[config.mk]
export PLATFORM = sky130hd
export DESIGN_NAME = digital_clock_flat
export DESIGN_NICKNAME = d
export VERILOG_FILES = /design/src/rtl/digital_clock_pkg.sv /design/src/rtl/digital_clock_if.sv /design/src/rtl/digital_clock_bcd_counter.sv /design/src/rtl/digital_clock.sv /design/src/flat_wrapper.sv
export SDC_FILE = /design/constraint.sdc
export NUM_CORES = 1
export LEC_CHECK = 0
export ABC_CLOCK_PERIOD_IN_PS = 3400
export CAP_MARGIN = 10
export CORE_ASPECT_RATIO = 1.75
export CORE_MARGIN = 1
export CORE_UTILIZATION = 30
export CTS_CLUSTER_SIZE = 24
export DETAILED_ROUTE_END_ITERATION = 16
export SLEW_MARGIN = 30
export SYNTH_ARGS = -nofsm -noshare
export SYNTH_HDL_FRONTEND = slang
export SYNTH_SLANG_ARGS = --single-unit
[constraint.sdc]
create_clock -name clk -period 3.4 [get_ports clk]
set_clock_uncertainty 0.2 [all_clocks]
set_input_delay 0.68 -clock clk [delete_from_list [all_inputs] [get_ports clk]]
set_output_delay 0.68 -clock clk [all_outputs]
set_load 0.005 [all_outputs]
[src/rtl/digital_clock_pkg.sv]
// rtl/digital_clock_pkg.sv - BCD limits, time triple type and validity helpers for digital_clock
package digital_clock_pkg;

  localparam logic [7:0] SEC_MAX = 8'h59;
  localparam logic [7:0] MIN_MAX = 8'h59;
  localparam logic [7:0] HR_MAX  = 8'h23;

  typedef struct packed {
    logic [7:0] hh;
    logic [7:0] mm;
    logic [7:0] ss;
  } time_t;

  // Both nibbles must be decimal digits; BCD then orders like binary, so a plain compare bounds it.
  function automatic logic bcd_valid(input logic [7:0] val, input logic [7:0] max);
    return (val[7:4] <= 4'h9) && (val[3:0] <= 4'h9) && (val <= max);
  endfunction

  function automatic logic time_valid(input time_t t);
    return bcd_valid(t.hh, HR_MAX) && bcd_valid(t.mm, MIN_MAX) && bcd_valid(t.ss, SEC_MAX);
  endfunction

endpackage

[src/rtl/digital_clock_if.sv]
// rtl/digital_clock_if.sv - control/time bus between the clock core and its surroundings
interface digital_clock_if;

  logic       ena;
  logic [7:0] hh_in;
  logic [7:0] mm_in;
  logic [7:0] ss_in;
  logic       load;
  logic       put_alarm;
  logic       stop_alarm;
  logic [7:0] hh;
  logic [7:0] mm;
  logic [7:0] ss;
  logic       alarm;

  modport master (
    output ena, hh_in, mm_in, ss_in, load, put_alarm, stop_alarm,
    input  hh, mm, ss, alarm
  );

  modport slave (
    input  ena, hh_in, mm_in, ss_in, load, put_alarm, stop_alarm,
    output hh, mm, ss, alarm
  );

endinterface

[src/rtl/digital_clock_bcd_counter.sv]
// rtl/digital_clock_bcd_counter.sv - two-digit BCD counter wrapping MAX to 00 with carry out
module bcd_counter #(
  parameter logic [7:0] MAX = 8'h59
) (
  input  logic       clk,
  input  logic       reset,
  input  logic       en,
  input  logic       ld,
  input  logic [7:0] ld_val,
  output logic [7:0] q,
  output logic       carry
);

  logic [7:0] r_q;
  logic [7:0] w_next;

  always_comb begin
    w_next = r_q;
    if (r_q == MAX) begin
      w_next = 8'h00;
    end else if (r_q[3:0] == 4'h9) begin
      w_next = {r_q[7:4] + 4'h1, 4'h0};
    end else begin
      w_next = {r_q[7:4], r_q[3:0] + 4'h1};
    end
  end

  always_ff @(posedge clk) begin
    if (reset) begin
      r_q <= 8'h00;
    end else if (ld) begin
      r_q <= ld_val;
    end else if (en) begin
      r_q <= w_next;
    end
  end

  assign q     = r_q;
  assign carry = en && (r_q == MAX);

endmodule

[src/rtl/digital_clock.sv]
// rtl/digital_clock.sv - 24-hour BCD time-of-day clock with parallel load and latched alarm
module digital_clock
  import digital_clock_pkg::*;
(
  input  logic           clk,
  input  logic           reset,
  digital_clock_if.slave bus
);

  time_t w_in;
  time_t w_now;
  logic  w_in_valid;
  logic  w_ld;
  logic  w_cnt_en;
  logic  w_ss_carry;
  logic  w_mm_carry;
  logic  w_match;

  time_t r_alarm_time;
  logic  r_armed;
  logic  r_alarm;

  assign w_in       = '{hh: bus.hh_in, mm: bus.mm_in, ss: bus.ss_in};
  assign w_in_valid = time_valid(w_in);
  assign w_ld       = bus.load && w_in_valid;
  // Any load request, valid or not, suppresses counting so a rejected load still holds time.
  assign w_cnt_en   = bus.ena && !bus.load;

  bcd_counter #(.MAX(SEC_MAX)) u_ss (
    .clk    (clk),
    .reset  (reset),
    .en     (w_cnt_en),
    .ld     (w_ld),
    .ld_val (bus.ss_in),
    .q      (bus.ss),
    .carry  (w_ss_carry)
  );

  bcd_counter #(.MAX(MIN_MAX)) u_mm (
    .clk    (clk),
    .reset  (reset),
    .en     (w_ss_carry),
    .ld     (w_ld),
    .ld_val (bus.mm_in),
    .q      (bus.mm),
    .carry  (w_mm_carry)
  );

  bcd_counter #(.MAX(HR_MAX)) u_hh (
    .clk    (clk),
    .reset  (reset),
    .en     (w_mm_carry),
    .ld     (w_ld),
    .ld_val (bus.hh_in),
    .q      (bus.hh),
    .carry  ()
  );

  assign w_now   = '{hh: bus.hh, mm: bus.mm, ss: bus.ss};
  assign w_match = r_armed && (w_now == r_alarm_time);

  always_ff @(posedge clk) begin
    if (reset) begin
      r_alarm_time <= '0;
      r_armed      <= 1'b0;
    end else if (bus.put_alarm && w_in_valid) begin
      r_alarm_time <= w_in;
      r_armed      <= 1'b1;
    end
  end

  // Acknowledge wins over a match in the same cycle; a persisting match re-fires afterwards.
  always_ff @(posedge clk) begin
    if (reset) begin
      r_alarm <= 1'b0;
    end else if (bus.stop_alarm) begin
      r_alarm <= 1'b0;
    end else if (w_match) begin
      r_alarm <= 1'b1;
    end
  end

  assign bus.alarm = r_alarm;

endmodule

[src/flat_wrapper.sv]
// flat-port wrapper written by rule: the top's interface ports become plain ports
module digital_clock_flat import digital_clock_pkg::*;
  (clk, reset, bus_ena, bus_hh_in, bus_mm_in, bus_ss_in, bus_load, bus_put_alarm, bus_stop_alarm, bus_hh, bus_mm, bus_ss, bus_alarm);
  digital_clock_if bus_i ();
  input  logic clk;
  input  logic reset;
  input wire logic [$bits(bus_i.ena)-1:0] bus_ena;
  input wire logic [$bits(bus_i.hh_in)-1:0] bus_hh_in;
  input wire logic [$bits(bus_i.mm_in)-1:0] bus_mm_in;
  input wire logic [$bits(bus_i.ss_in)-1:0] bus_ss_in;
  input wire logic [$bits(bus_i.load)-1:0] bus_load;
  input wire logic [$bits(bus_i.put_alarm)-1:0] bus_put_alarm;
  input wire logic [$bits(bus_i.stop_alarm)-1:0] bus_stop_alarm;
  output wire logic [$bits(bus_i.hh)-1:0] bus_hh;
  output wire logic [$bits(bus_i.mm)-1:0] bus_mm;
  output wire logic [$bits(bus_i.ss)-1:0] bus_ss;
  output wire logic [$bits(bus_i.alarm)-1:0] bus_alarm;
  assign bus_i.ena = bus_ena;
  assign bus_i.hh_in = bus_hh_in;
  assign bus_i.mm_in = bus_mm_in;
  assign bus_i.ss_in = bus_ss_in;
  assign bus_i.load = bus_load;
  assign bus_i.put_alarm = bus_put_alarm;
  assign bus_i.stop_alarm = bus_stop_alarm;
  assign bus_hh = bus_i.hh;
  assign bus_mm = bus_i.mm;
  assign bus_ss = bus_i.ss;
  assign bus_alarm = bus_i.alarm;
  digital_clock u_core (.clk(clk), .reset(reset), .bus(bus_i));
endmodule
**After elaboration in Yosys (flattened, before gate mapping)**

Cells that the tools add are included.

- Output and inout bits: 25
- Flip-flop bits (word level): 50
- Bits of input ports: 30
- Logic and storage cells: 70

- Reductions and logical operators: 25
- Order comparisons: 9
- Equal/unequal tests: 7
- Add/subtract/negate cells: 6
- Multiplexer cells: 12

Operators by type and width:

| operator | number |
|---|---|
| 8-bit two-way mux | 12 |
| 4-bit by 1-bit adder with 4-bit output (second input constant) | 6 |
| 24-bit == test | 1 |
| 4-bit <= comparator (second input constant) | 6 |
| 8-bit by 7-bit == test with 1-bit output (second input constant) | 2 |
| 8-bit by 7-bit <= comparator with 1-bit output (second input constant) | 2 |
| 1-bit logical AND | 14 |
| 4-bit == test (second input constant) | 3 |
| 3-bit nonzero test | 3 |
| 8-bit by 6-bit == test with 1-bit output (second input constant) | 1 |
| 8-bit by 6-bit <= comparator with 1-bit output (second input constant) | 1 |
| 2-bit AND reduction | 3 |
| 2-bit nonzero test | 3 |
| 2-bit OR reduction | 1 |
| 1-bit zero test | 1 |

**Logic depth before layout (Yosys ltp)**

- Depth in word-level cells: 8
- Gate-level depth with buffers: 8
- Depth with buffers taken out: 7

**Modules after synthesis**

Synthesis repeated with hierarchy kept, for this count alone.

- Cell total of the unflattened synthesis: 336
- Area, all modules: 3121.7 sq um

Modules (own cells, without submodules):

| module | area an instance (sq um) | cells an instance | sequential area each (sq um) | instances |
|---|---|---|---|---|
| digital_clock | 1446.4 | 145 | 520.5 | 1 |
| bcd_counter (u_core.u_mm ...) | 561.8 | 64 | 160.2 | 2 |
| bcd_counter (u_core.u_hh) | 551.8 | 63 | 160.2 | 1 |

**Worst setup path after synthesis**

No wires, ideal clock.

- Path type: input-to-reg
- From: input bus_hh_in[6]
- To: register u_core.r_alarm_time[10] (netlist bit)
- Required time: 3.072 ns
- Library setup time: 0.128 ns
- Setup slack: 1.129 ns
- Buffers on the path: 2
- Stages on the path: 7
- Data arrival time: 1.943 ns
- Cell sequence: nor4_1 and4_1 and3_1 clkbuf_1 buf_2 mux2i_1 nor2_1

- Word-level cells in the longest chain between the ends: 6
- Elaborated cells between the ends (all ways): 7
- Those cells by class: 2 x order compare; 5 x reduce/logical

RTL lines:

| what | RTL line | RTL |
|---|---|---|
| from (decl) | flat_wrapper.sv:8 | `input wire logic [$bits(bus_i.hh_in)-1:0] bus_hh_in;` |
| branches (longest 2 deep; another with 8-bit by 6-bit <= comparator with 1-bit output) | n/a |  |
| 1-bit logical AND (*) | digital_clock_pkg.sv:16 | `return (val[7:4] <= 4'h9) && (val[3:0] <= 4'h9) && (val <= max);` |
| 1-bit logical AND (*) (2 in a row) | digital_clock_pkg.sv:20 | `return bcd_valid(t.hh, HR_MAX) && bcd_valid(t.mm, MIN_MAX) && bcd_valid(t.ss, SEC_MAX);` |
| 1-bit logical AND (*) | digital_clock.sv:66 | `end else if (bus.put_alarm && w_in_valid) begin` |
| to (signal assigned) | digital_clock.sv:67 | `r_alarm_time <= w_in;` |
| to (decl) | digital_clock.sv:19 | `time_t r_alarm_time;` |

Mark *: on every way between the ends.
A chain may end at the register's enable or synchronous reset.

**Final worst setup path**

- From: input bus_hh_in[6]
- To: register u_core.r_alarm_time[16] (netlist bit)

The elaborated chain is that of the path after synthesis.

==> flow_metrics.tcl <==
set metrics [dict create \
    outcome "completed" \
    routedWlPerCell_um 15.7 \
    synth-seq-cells 50 \
    slew_viol_final 0 \
    antenna_found_initial 0 \
    worst_ep_arrival_time_ns 2.54 \
    ys_async_sr_fraction 0 \
    first_iter_violations 115 \
    cts_tree "yes" \
    synthTopCellsByArea "dfxtp_1, mux2i_1, nor2_1, xnor2_1, ha_1" \
    rows 45 \
    drive_above_1_share 0.0500 \
    die_w_um 73.7 \
    cp-start-kind "input port" \
    grt_max_degree 48 \
    crit_fanout 15 \
    power_density_nw_per_um2 331 \
    ff2ff_path_depth 6 \
    rsz0062_at_grt "false" \
    hold_buffers 0 \
    yosysTopAreaCell "dfxtp_1" \
    clock_latency_ns 0.29 \
    ios 55 \
    ant_nets 0 \
    grt_pass1_wl_um 12200 \
    gr-total-overflow 0 \
    path_clk_slew_ns 0.06 \
    ys.flop_type "dfxtp_1" \
    vias 2443 \
    critPathKind "input port to register" \
    dieArea_um2 9390 \
    hpwl_um 5630 \
    fin_crit_sh 0.761 \
    fp.dieH_um 127 \
    worstSetupEndpointType "register" \
    io_buffers 54 \
    fin_setup_tns_ns 0 \
    clock_path_buffers 2 \
    synth_cells 308 \
    period_minus_slack_ns 2.59 \
    dr_wl_met2_um 3980 \
    top_layer "met4" \
    synth.net_count 348 \
    wl_met3_um 256 \
    max-vdd-ir-drop_uv 267 \
    root_buffer "clkbuf_16" \
    finalHoldViolations 0 \
    worstMarginPinSlew_ns 0.531 \
    wirelength_met1_um 3040 \
    numCtsBuffers 5 \
    clkSinkCount 50 \
    drc 0 \
    fillers 924 \
    ys_seq_area_frac 0.371 \
    ys_top_cells_by_count "dfxtp_1, nor2_1, mux2i_1" \
    fmaxAchievable_mhz 387 \
    core_um2 8670 \
    synth.cell_area_um2 2700 \
    setup_viol 0 \
    drt_pass1_iterations 4 \
    postCtsResizedCells 0 \
    routed_wl_um 7500 \
    post-route-util 0.403 \
    area_delta_synth_final_pct 29.7 \
    syn_area_per_cell_um2 8.75 \
    ys_warn_count 0 \
    synthDistinctLibCells 48 \
    grt_pass1_vias 2409 \
    synth_edf_count 0 \
    cp_data_required_time_ns 3.36 \
    place.gp.congestion 0.915 \
    leakage_nw 1.25 \
    synth_top_area_frac 0.371 \
    min_path_type "register to register" \
    nets 400 \
    yosysMostFrequentCell "dfxtp_1" \
    cap_violations 0 \
    cts_setup_buffers 0 \
    htree_levels 2 \
    slew_headroom 0.646 \
    hold_path_depth 2 \
    start_util 0.311 \
    num_antenna_cells 0 \
    grt.total_usage 0.172 \
    viasPerCell 5.12 \
]
## power breakdown
group	total [mW]	internal [mW]	leakage, nW	switching [mW]
Clock	0.482	0.270	0.0640	0.213
Combinational	0.0820	0.0451	0.787	0.0369
Sequential	0.593	0.588	0.403	0.00457
Total	1.16	0.903	1.25	0.254
## registers in the layout, summed over array words and instances, names as in the netlist
register             cells
u_core.bus.alarm         1
u_core.r_alarm_time     24
u_core.r_armed           1
u_core.u_hh.q            8
u_core.u_mm.q            8
u_core.u_ss.q            8
## per-layer routing
metal / global-route usage / vias up
li1: - / 1201
met1: 0.189 / 1174
met2: 0.308 / 56
met3: 0.0260 / 12
met4: 0.0894 / 0
met5: 0 / -
## stage by stage
| stage | power (mW) | setup WS, ns | hold WS [ns] | area, um2 | instances |
|---|---|---|---|---|---|
| after floorplan | 0.631 | 1.13 | 0.240 | 2700 | 308 |
| after global placement | 0.688 | 0.517 | 0.250 | 3360 | 470 |
| after detailed placement | 0.688 | 0.508 | 0.267 | 3360 | 470 |
| after CTS | 1.17 | 0.812 | 0.284 | 3500 | 477 |
| after global routing | 1.20 | 0.674 | 0.298 | 3500 | 477 |
| final | 1.16 | 0.814 | 0.277 | 3500 | 477 |
## area by class of cell
cell class,count,area (um2),area share
multi-input cells,232,1590,0.453
flip-flops and latches,50,1000,0.286
repair buffers,61,593,0.170
well taps,117,146,0.0419
clock buffers,7,133,0.0379
inverters,10,37.5,0.0107
## cells in the final DEF, fill, tap and decap left out, drive strengths merged, types with 5 or more instances in the layout
cell type	netlist	routed
clkdlybuf4s50	0	54
dfxtp	50	50
nor2	45	45
mux2i	23	23
nor3	17	17
a211oi	16	16
xnor2	15	15
xor2	11	11
o21ai	11	11
inv	10	10
nand3	10	10
ha	10	10
a21oi	9	9
nand2	8	8
buf	5	7
clkbuf	11	7
and3	5	5
or4	5	5
nand4	5	5
## cells by family (layout without fill, tap and decap cells)
kind of cell,count (synthesis),after routing,share of synthesized area
AOI/OAI and AO/OA,51,51,0.126
xor gates and xnor gates,26,26,0.0845
adders and majority gates,10,10,0.0464
buffers and inverters,26,78,0.0408
DFF,50,50,0.371
muxes,23,23,0.0854
and+or+nand+nor,122,122,0.246
## worst max-delay path, cell delays in order
cell             delay, ns
clkdlybuf4s50_1       0.40
nor4_1                0.38
and4_1                0.31
and3_1                0.19
buf_4                 0.29
mux2i_1               0.24
nor2_1                0.06
## final timing paths
| kind | start | slack (ns) | endpoint |
|---|---|---|---|
| worst max-delay path | bus_hh_in[6] | 0.81 | u_core.r_alarm_time[16]$_SDFFE_PP0P_ |
| worst min-delay path | u_core.r_armed$_SDFFE_PP0P_ | 0.28 | u_core.r_armed$_SDFFE_PP0P_ |
| worst max register to register | u_core.u_ss.q[0]$_SDFFE_PP0P_ | 1.05 | u_core.u_mm.q[3]$_SDFFE_PP0P_ |
| worst min register to register | u_core.r_armed$_SDFFE_PP0P_ | 0.28 | u_core.r_armed$_SDFFE_PP0P_ |
Power figures use the tool's default switching activity.
